==> src/rtl/game_launcher_pkg.sv <==
// rtl/game_launcher_pkg.sv - shared types for the sprite launcher
package game_launcher_pkg;

  typedef enum logic [2:0] {
    S_IDLE,
    S_LOAD_XY,
    S_LOAD_DXY,
    S_RUN,
    S_REVERSE,
    S_SETTLE,
    S_FINISH
  } state_t;

  typedef enum logic {
    ZONE_LEFT  = 1'b0,
    ZONE_RIGHT = 1'b1
  } zone_t;

endpackage

==> src/rtl/game_sprite_edge_detect.sv <==
// rtl/game_sprite_edge_detect.sv - combinational screen-edge hit and zone test for one axis
module game_sprite_edge_detect
  import game_launcher_pkg::*;
#(
  parameter int DX_WIDTH     = 2,
  parameter int screen_width = 640,
  parameter int sprite_width = 8,
  parameter int w_x          = $clog2(screen_width)
) (
  input  logic [w_x-1:0]      sprite_x_i,
  input  logic [DX_WIDTH-1:0] cur_dx_i,
  input  zone_t               zone_sel_i,
  output logic                hit_right_o,
  output logic                hit_left_o,
  output logic                in_zone_o
);

  logic in_right;
  logic in_left;
  logic moving_right;
  logic moving_left;

  // One extra bit keeps the compares correct when screen_width is a power of two.
  assign in_right     = ({1'b0, sprite_x_i} >= (w_x+1)'(screen_width - sprite_width));
  assign in_left      = (sprite_x_i == '0) || ({1'b0, sprite_x_i} >= (w_x+1)'(screen_width));
  assign moving_left  = cur_dx_i[DX_WIDTH-1];
  assign moving_right = !cur_dx_i[DX_WIDTH-1] && (cur_dx_i != '0);

  assign hit_right_o = moving_right && in_right;
  assign hit_left_o  = moving_left && in_left;
  assign in_zone_o   = (zone_sel_i == ZONE_RIGHT) ? in_right : in_left;

endmodule

==> src/rtl/game_sprite_launcher.sv <==
// rtl/game_sprite_launcher.sv - launches a sprite, bounces it off the x edges, stops after max_bounces
module game_sprite_launcher
  import game_launcher_pkg::*;
#(
  parameter int DX_WIDTH      = 2,
  parameter int DY_WIDTH      = 2,
  parameter int screen_width  = 640,
  parameter int screen_height = 480,
  parameter int w_x           = $clog2(screen_width),
  parameter int w_y           = $clog2(screen_height),
  parameter int sprite_width  = 8,
  parameter int max_bounces   = 3,
  parameter int w_bounce      = (max_bounces > 0) ? $clog2(max_bounces + 1) : 1
) (
  input  logic                clk,
  input  logic                rst,
  input  logic                launch_i,
  input  logic                abort_i,
  input  logic [w_x-1:0]      start_x_i,
  input  logic [w_y-1:0]      start_y_i,
  input  logic [DX_WIDTH-1:0] start_dx_i,
  input  logic [DY_WIDTH-1:0] start_dy_i,
  input  logic [w_x-1:0]      sprite_x_i,
  output logic                sprite_write_xy_o,
  output logic                sprite_write_dxy_o,
  output logic [w_x-1:0]      sprite_write_x_o,
  output logic [w_y-1:0]      sprite_write_y_o,
  output logic [DX_WIDTH-1:0] sprite_write_dx_o,
  output logic [DY_WIDTH-1:0] sprite_write_dy_o,
  output logic                sprite_enable_update_o,
  output logic                busy_o,
  output logic                done_o,
  output logic [w_bounce-1:0] bounce_count_o
);

  localparam logic [w_bounce-1:0] MAX_B = w_bounce'(max_bounces);

  state_t              state_q, state_d;
  zone_t               zone_q, zone_d;
  logic [w_x-1:0]      x_q, x_d;
  logic [w_y-1:0]      y_q, y_d;
  logic [DX_WIDTH-1:0] dx_q, dx_d;
  logic [DY_WIDTH-1:0] dy_q, dy_d;
  logic [w_bounce-1:0] bounce_q, bounce_d;
  logic                write_xy_q, write_xy_d;
  logic                write_dxy_q, write_dxy_d;
  logic                enable_q, enable_d;
  logic                busy_q, busy_d;
  logic                done_q, done_d;
  logic                hit_right, hit_left, in_zone;

  game_sprite_edge_detect #(
    .DX_WIDTH    (DX_WIDTH),
    .screen_width(screen_width),
    .sprite_width(sprite_width),
    .w_x         (w_x)
  ) u_edge (
    .sprite_x_i (sprite_x_i),
    .cur_dx_i   (dx_q),
    .zone_sel_i (zone_q),
    .hit_right_o(hit_right),
    .hit_left_o (hit_left),
    .in_zone_o  (in_zone)
  );

  always_comb begin
    state_d  = state_q;
    zone_d   = zone_q;
    x_d      = x_q;
    y_d      = y_q;
    dx_d     = dx_q;
    dy_d     = dy_q;
    bounce_d = bounce_q;
    case (state_q)
      S_IDLE: begin
        if (launch_i && !abort_i) begin
          state_d  = S_LOAD_XY;
          x_d      = start_x_i;
          y_d      = start_y_i;
          dx_d     = start_dx_i;
          dy_d     = start_dy_i;
          bounce_d = '0;
        end
      end
      S_LOAD_XY:  state_d = S_LOAD_DXY;
      S_LOAD_DXY: state_d = S_RUN;
      S_RUN: begin
        if (hit_right || hit_left) begin
          zone_d = hit_right ? ZONE_RIGHT : ZONE_LEFT;
          if (bounce_q == MAX_B) begin
            state_d = S_FINISH;
          end else begin
            // Reversal happens on entry so the new dx is on the outputs during REVERSE.
            state_d  = S_REVERSE;
            dx_d     = -dx_q;
            bounce_d = bounce_q + w_bounce'(1);
          end
        end
      end
      S_REVERSE: state_d = S_SETTLE;
      S_SETTLE:  if (!in_zone) state_d = S_RUN;
      S_FINISH:  state_d = S_IDLE;
      default:   state_d = S_IDLE;
    endcase
    if (abort_i && (state_q != S_IDLE)) begin
      state_d  = S_IDLE;
      zone_d   = zone_q;
      dx_d     = dx_q;
      bounce_d = bounce_q;
    end
    write_xy_d  = (state_d == S_LOAD_XY);
    write_dxy_d = (state_d == S_LOAD_DXY) || (state_d == S_REVERSE);
    enable_d    = (state_d == S_RUN) || (state_d == S_SETTLE);
    busy_d      = (state_d != S_IDLE);
    done_d      = (state_d == S_FINISH);
  end

  always_ff @(posedge clk or posedge rst) begin
    if (rst) begin
      state_q     <= S_IDLE;
      zone_q      <= ZONE_LEFT;
      x_q         <= '0;
      y_q         <= '0;
      dx_q        <= '0;
      dy_q        <= '0;
      bounce_q    <= '0;
      write_xy_q  <= 1'b0;
      write_dxy_q <= 1'b0;
      enable_q    <= 1'b0;
      busy_q      <= 1'b0;
      done_q      <= 1'b0;
    end else begin
      state_q     <= state_d;
      zone_q      <= zone_d;
      x_q         <= x_d;
      y_q         <= y_d;
      dx_q        <= dx_d;
      dy_q        <= dy_d;
      bounce_q    <= bounce_d;
      write_xy_q  <= write_xy_d;
      write_dxy_q <= write_dxy_d;
      enable_q    <= enable_d;
      busy_q      <= busy_d;
      done_q      <= done_d;
    end
  end

  assign sprite_write_xy_o      = write_xy_q;
  assign sprite_write_dxy_o     = write_dxy_q;
  assign sprite_write_x_o       = x_q;
  assign sprite_write_y_o       = y_q;
  assign sprite_write_dx_o      = dx_q;
  assign sprite_write_dy_o      = dy_q;
  assign sprite_enable_update_o = enable_q;
  assign busy_o                 = busy_q;
  assign done_o                 = done_q;
  assign bounce_count_o         = bounce_q;

endmodule

==> config.mk <==
export PLATFORM = sky130hd
export DESIGN_NAME = game_sprite_launcher
export DESIGN_NICKNAME = d
export VERILOG_FILES = /design/src/rtl/game_launcher_pkg.sv /design/src/rtl/game_sprite_edge_detect.sv /design/src/rtl/game_sprite_launcher.sv
export SDC_FILE = /design/constraint.sdc
export NUM_CORES = 1
export LEC_CHECK = 0
export CORE_AREA = 4 4 65 67
export CTS_BUF_LIST = sky130_fd_sc_hd__clkbuf_8
export DETAILED_ROUTE_END_ITERATION = 6
export DIE_AREA = 0 0 69 71
export PLACE_DENSITY = 0.78
export SYNTH_ARGS = -nofsm -noshare
export SYNTH_HDL_FRONTEND = slang
export SYNTH_SLANG_ARGS = --single-unit
export TNS_END_PERCENT = 100
==> constraint.sdc <==
create_clock -name clk -period 2 [get_ports clk]
set_input_delay 0.3 -clock clk [delete_from_list [all_inputs] [get_ports clk]]
set_output_delay 0.3 -clock clk [all_outputs]
set_load 0.005 [all_outputs]
==> flow_results.xml <==
<?xml version="1.0" encoding="UTF-8"?>
<metrics>
  <group name="outcome">
    <metric name="status" unit="">finished clean</metric>
  </group>
  <group name="floorplanning">
    <metric name="die-area" unit="sq um">4900</metric>
    <metric name="design.core.area" unit="sq um">3630</metric>
    <metric name="die_width" unit="um">69</metric>
    <metric name="height_of_the_chip" unit="um">71</metric>
    <metric name="io-pin-count" unit="">67</metric>
    <metric name="initial_utilization" unit="%">40.7</metric>
    <metric name="rows" unit="">22</metric>
  </group>
  <group name="clock_network">
    <metric name="clk_latency" unit="ns">0.28</metric>
    <metric name="post-cts-setup-buffer-count" unit="">0</metric>
    <metric name="clock_tree.root_cell" unit="">sky130_fd_sc_hd__clkbuf_8</metric>
    <metric name="ctsResizeCount" unit="">0</metric>
    <metric name="tritoncts" unit="">built</metric>
    <metric name="path_clk_slew" unit="ns">0.07</metric>
    <metric name="tritoncts.num_buffers" unit="">5</metric>
    <metric name="cts.htree.levels" unit="">2</metric>
    <metric name="tritoncts_num_sinks" unit="">34</metric>
    <metric name="max-clock-path-buffers" unit="">2</metric>
    <metric name="holdBufCountCts" unit="">0</metric>
  </group>
  <group name="place">
    <metric name="gp_congestion" unit="">0.990</metric>
    <metric name="dpl_worst_slack" unit="ns">-0.0809</metric>
    <metric name="place.port_buffers" unit="">66</metric>
    <metric name="dpl.hpwl" unit="um">2620</metric>
  </group>
  <group name="global_route">
    <metric name="antenna_found_initial" unit="">0</metric>
    <metric name="global_route_wire_length_before_repair" unit="um">6080</metric>
    <metric name="grt_max_degree" unit="">24</metric>
    <metric name="grt_pass1_vias" unit="">1351</metric>
    <metric name="global_route.overflow_total" unit="">0</metric>
    <metric name="total_track_usage" unit="%">15.5</metric>
  </group>
  <group name="power">
    <metric name="ir_drop" unit="V">0.000643</metric>
    <metric name="power_per_cell_area" unit="nW/um^2">1270</metric>
    <metric name="total_power" unit="mW">2.95</metric>
    <metric name="leakage" unit="nW">1.01</metric>
  </group>
  <group name="synthesis">
    <metric name="synth_sequential_area_ratio" unit="%">57.6</metric>
    <metric name="postSynthAreaPerCell" unit="sq um">12.8</metric>
    <metric name="syn_inst" unit="">115</metric>
    <metric name="synth_adder_area_share" unit="%">1.69</metric>
    <metric name="synth_xor_area_share" unit="%">0</metric>
    <metric name="synthSimpleGateAreaFrac" unit="%">10.2</metric>
    <metric name="syn_nets" unit="">154</metric>
    <metric name="netlist_area" unit="sq um">1480</metric>
    <metric name="synth.mux.area_fraction" unit="%">18.1</metric>
    <metric name="synth-compound-area-share" unit="%">9.57</metric>
    <metric name="synth.lib_cells_used.distinct" unit="">32</metric>
    <metric name="yosys_register_bits" unit="">34</metric>
    <metric name="largest_family_of_logic_cells_by_synthesized_area" unit="">multiplexers</metric>
    <metric name="ys_warn_count" unit="">0</metric>
  </group>
  <group name="timing">
    <metric name="post-route-min-period" unit="ns">1.75</metric>
    <metric name="timing.fmax" unit="MHz">571</metric>
    <metric name="tightest_slew" unit="ns">0.377</metric>
    <metric name="worst_clock_skew" unit="ns">0.00548</metric>
    <metric name="worst_slew_margin_relative_to_its_limit" unit="%">74.6</metric>
    <metric name="post-route-worst-setup-slack" unit="ns">0.250</metric>
    <metric name="grt_setup_unrepaired" unit="">no</metric>
    <metric name="max_slew_violation_count" unit="">0</metric>
    <metric name="report.final.hold_viol_count" unit="">0</metric>
    <metric name="final.period_utilization" unit="%">87.5</metric>
    <metric name="final-setup-viol-count" unit="">0</metric>
  </group>
  <group name="routing">
    <metric name="route.final.wire_length" unit="um">3500</metric>
    <metric name="antenna_violating_nets_post_route" unit="">0</metric>
    <metric name="dr.pass1.iters" unit="">4</metric>
    <metric name="mean_number_of_vias_per_cell" unit="">4.91</metric>
    <metric name="wire_per_inst" unit="um">14.6</metric>
    <metric name="initialDrtViolationCount" unit="">46</metric>
    <metric name="drcViolationCount" unit="">0</metric>
    <metric name="route.vias.total" unit="">1174</metric>
  </group>
  <group name="cells_and_area">
    <metric name="area_growth_syn_to_layout" unit="%">57.7</metric>
    <metric name="drive_gt1_share" unit="%">20.9</metric>
    <metric name="layout.nets" unit="">229</metric>
    <metric name="mostFrequentLayoutCell" unit="">sky130_fd_sc_hd__clkdlybuf4s50_1</metric>
    <metric name="num-fill-cells" unit="">306</metric>
    <metric name="antenna_diode_instance_count" unit="">0</metric>
    <metric name="mostFrequentLayoutCells" unit="">66 x sky130_fd_sc_hd__clkdlybuf4s50_1, 34 x sky130_fd_sc_hd__dfrtp_1, 22 x sky130_fd_sc_hd__mux2_2, 7 x sky130_fd_sc_hd__inv_1, 6 x sky130_fd_sc_hd__nor2_1</metric>
  </group>
  <group name="setup_path">
    <metric name="timing.setup.critical_path_class" unit="">in2reg</metric>
    <metric name="worstPathArrival" unit="ns">1.91</metric>
    <metric name="critical_path_launch_point_type" unit="">input pin</metric>
    <metric name="cp.required" unit="ns">2.16</metric>
    <metric name="crit_path_max_fo" unit="">3</metric>
    <metric name="worstSetupEndpointType" unit="">flip-flop</metric>
  </group>
  <group name="hold_path">
    <metric name="hold_path_class" unit="">in2async</metric>
  </group>
  <group name="run">
    <metric name="drv_cap" unit="">0</metric>
  </group>
</metrics>
-- worst max-delay path, cell delays in order --
cell	delay (ns)
sky130_fd_sc_hd__clkdlybuf4s50_1	0.41
sky130_fd_sc_hd__nor4_1	0.40
sky130_fd_sc_hd__nand3_1	0.13
sky130_fd_sc_hd__o2111a_1	0.27
sky130_fd_sc_hd__a221oi_2	0.32
sky130_fd_sc_hd__nor4_1	0.08
-- worst paths after layout --
path	from	end	slack (ns)	cells past startpoint
min reg2reg	sprite_write_y_o[8]	sprite_write_y_o[8]	0.50	1
max in group asynchronous	rst	sprite_write_x_o[5]	1.42	3
max	sprite_x_i[0]	done_o	0.25	6
min	rst	sprite_write_y_o[3]	0.34	3
max reg2reg	bounce_count_o[0]	bounce_count_o[0]	0.29	6
min in group clk	sprite_write_y_o[8]	sprite_write_y_o[8]	0.50	1
-- registers in the layout, summed over array words and instances, names as in the netlist --
signal	flops
sprite_write_y_o	9
done_o	1
sprite_write_xy_o	1
sprite_write_dx_o	2
busy_o	1
bounce_count_o	2
sprite_enable_update_o	1
state_q	3
sprite_write_x_o	10
sprite_write_dy_o	2
sprite_write_dxy_o	1
zone_q	1
-- stage by stage --
stage	instance area [sq um]	hold WS, ns	setup TNS [ns]	utilization (%)	instances
5_1_grt	2330	0.377	0	64.1	239
3_5_place_dp	2220	0.492	-0.206	61.1	231
3_3_place_gp	2220	0.487	0	61.1	231
6_report	2330	0.336	0	64.1	239
2_1_floorplan	1480	0.363	0	-	115
4_1_cts	2330	0.333	0	64.1	239
-- cell usage after synthesis --
master,instances,area share [%]
sky130_fd_sc_hd__o22ai_1,1,0.42
sky130_fd_sc_hd__nand3b_1,1,0.51
sky130_fd_sc_hd__nor2_1,6,1.5
sky130_fd_sc_hd__nor3_1,1,0.34
sky130_fd_sc_hd__o22a_1,1,0.59
sky130_fd_sc_hd__or2_4,1,0.59
sky130_fd_sc_hd__or3_1,1,0.42
sky130_fd_sc_hd__nor4_2,1,0.85
sky130_fd_sc_hd__o2111a_1,1,0.76
sky130_fd_sc_hd__a21o_1,2,1.0
sky130_fd_sc_hd__nor4_1,2,0.85
sky130_fd_sc_hd__mux2_2,22,17
sky130_fd_sc_hd__a41o_2,1,0.76
sky130_fd_sc_hd__ha_1,2,1.7
sky130_fd_sc_hd__nand3_1,3,1.0
sky130_fd_sc_hd__o211a_1,1,0.68
sky130_fd_sc_hd__dfrtp_1,34,58
sky130_fd_sc_hd__mux2i_1,2,1.4
sky130_fd_sc_hd__nor2b_1,2,0.85
sky130_fd_sc_hd__a221oi_2,1,1.0
sky130_fd_sc_hd__a21oi_1,3,1.0
sky130_fd_sc_hd__o311a_1,1,0.68
sky130_fd_sc_hd__nand2b_1,2,0.85
sky130_fd_sc_hd__a31oi_1,1,0.42
sky130_fd_sc_hd__and4_4,1,0.76
sky130_fd_sc_hd__o21bai_1,1,0.51
sky130_fd_sc_hd__buf_2,3,1.0
sky130_fd_sc_hd__nand2_1,5,1.3
sky130_fd_sc_hd__a32o_1,1,0.68
sky130_fd_sc_hd__and2_1,1,0.42
sky130_fd_sc_hd__o21ai_0,3,1.0
sky130_fd_sc_hd__inv_1,7,1.8
-- report_power, final --
part	internal [mW]	leakage (nW)	switching (mW)
combinational	0.802	0.538	0.376
sequential	0.975	0.418	0.182
clock	0.367	0.0579	0.248
total	2.14	1.01	0.806
-- area by class of cell --
| class | instances | area [sq um] | share of cell area, % |
|---|---|---|---|
| repair buffers | 71 | 698 | 30.0 |
| multi-input cells | 71 | 586 | 25.1 |
| flip-flops and latches | 34 | 851 | 36.5 |
| clock buffers | 5 | 68.8 | 2.95 |
| clock inverters | 3 | 40.0 | 1.72 |
| inverters | 7 | 26.3 | 1.13 |
| well taps | 48 | 60.1 | 2.58 |
-- routing by layer --
layer	share of wire [%]	up-vias	global-route usage (%)
met3	11	4	9.23
met5	0	-	0
met1	40	556	16.6
li1	-	562	-
met4	0.66	0	4.56
met2	48	52	25.8
-- kinds of logic (layout without fill, tap and decap cells) --
| logic type | count (synthesis) | count (layout) |
|---|---|---|
| flip-flops | 34 | 34 |
| AND/OR/NAND/NOR | 27 | 27 |
| multiplexers | 24 | 24 |
| AO/OA/AOI/OAI | 18 | 18 |
| buffers and inverters | 10 | 86 |
| adder cells (fa/ha/maj) | 2 | 2 |
(Power assumes the default switching activity.)
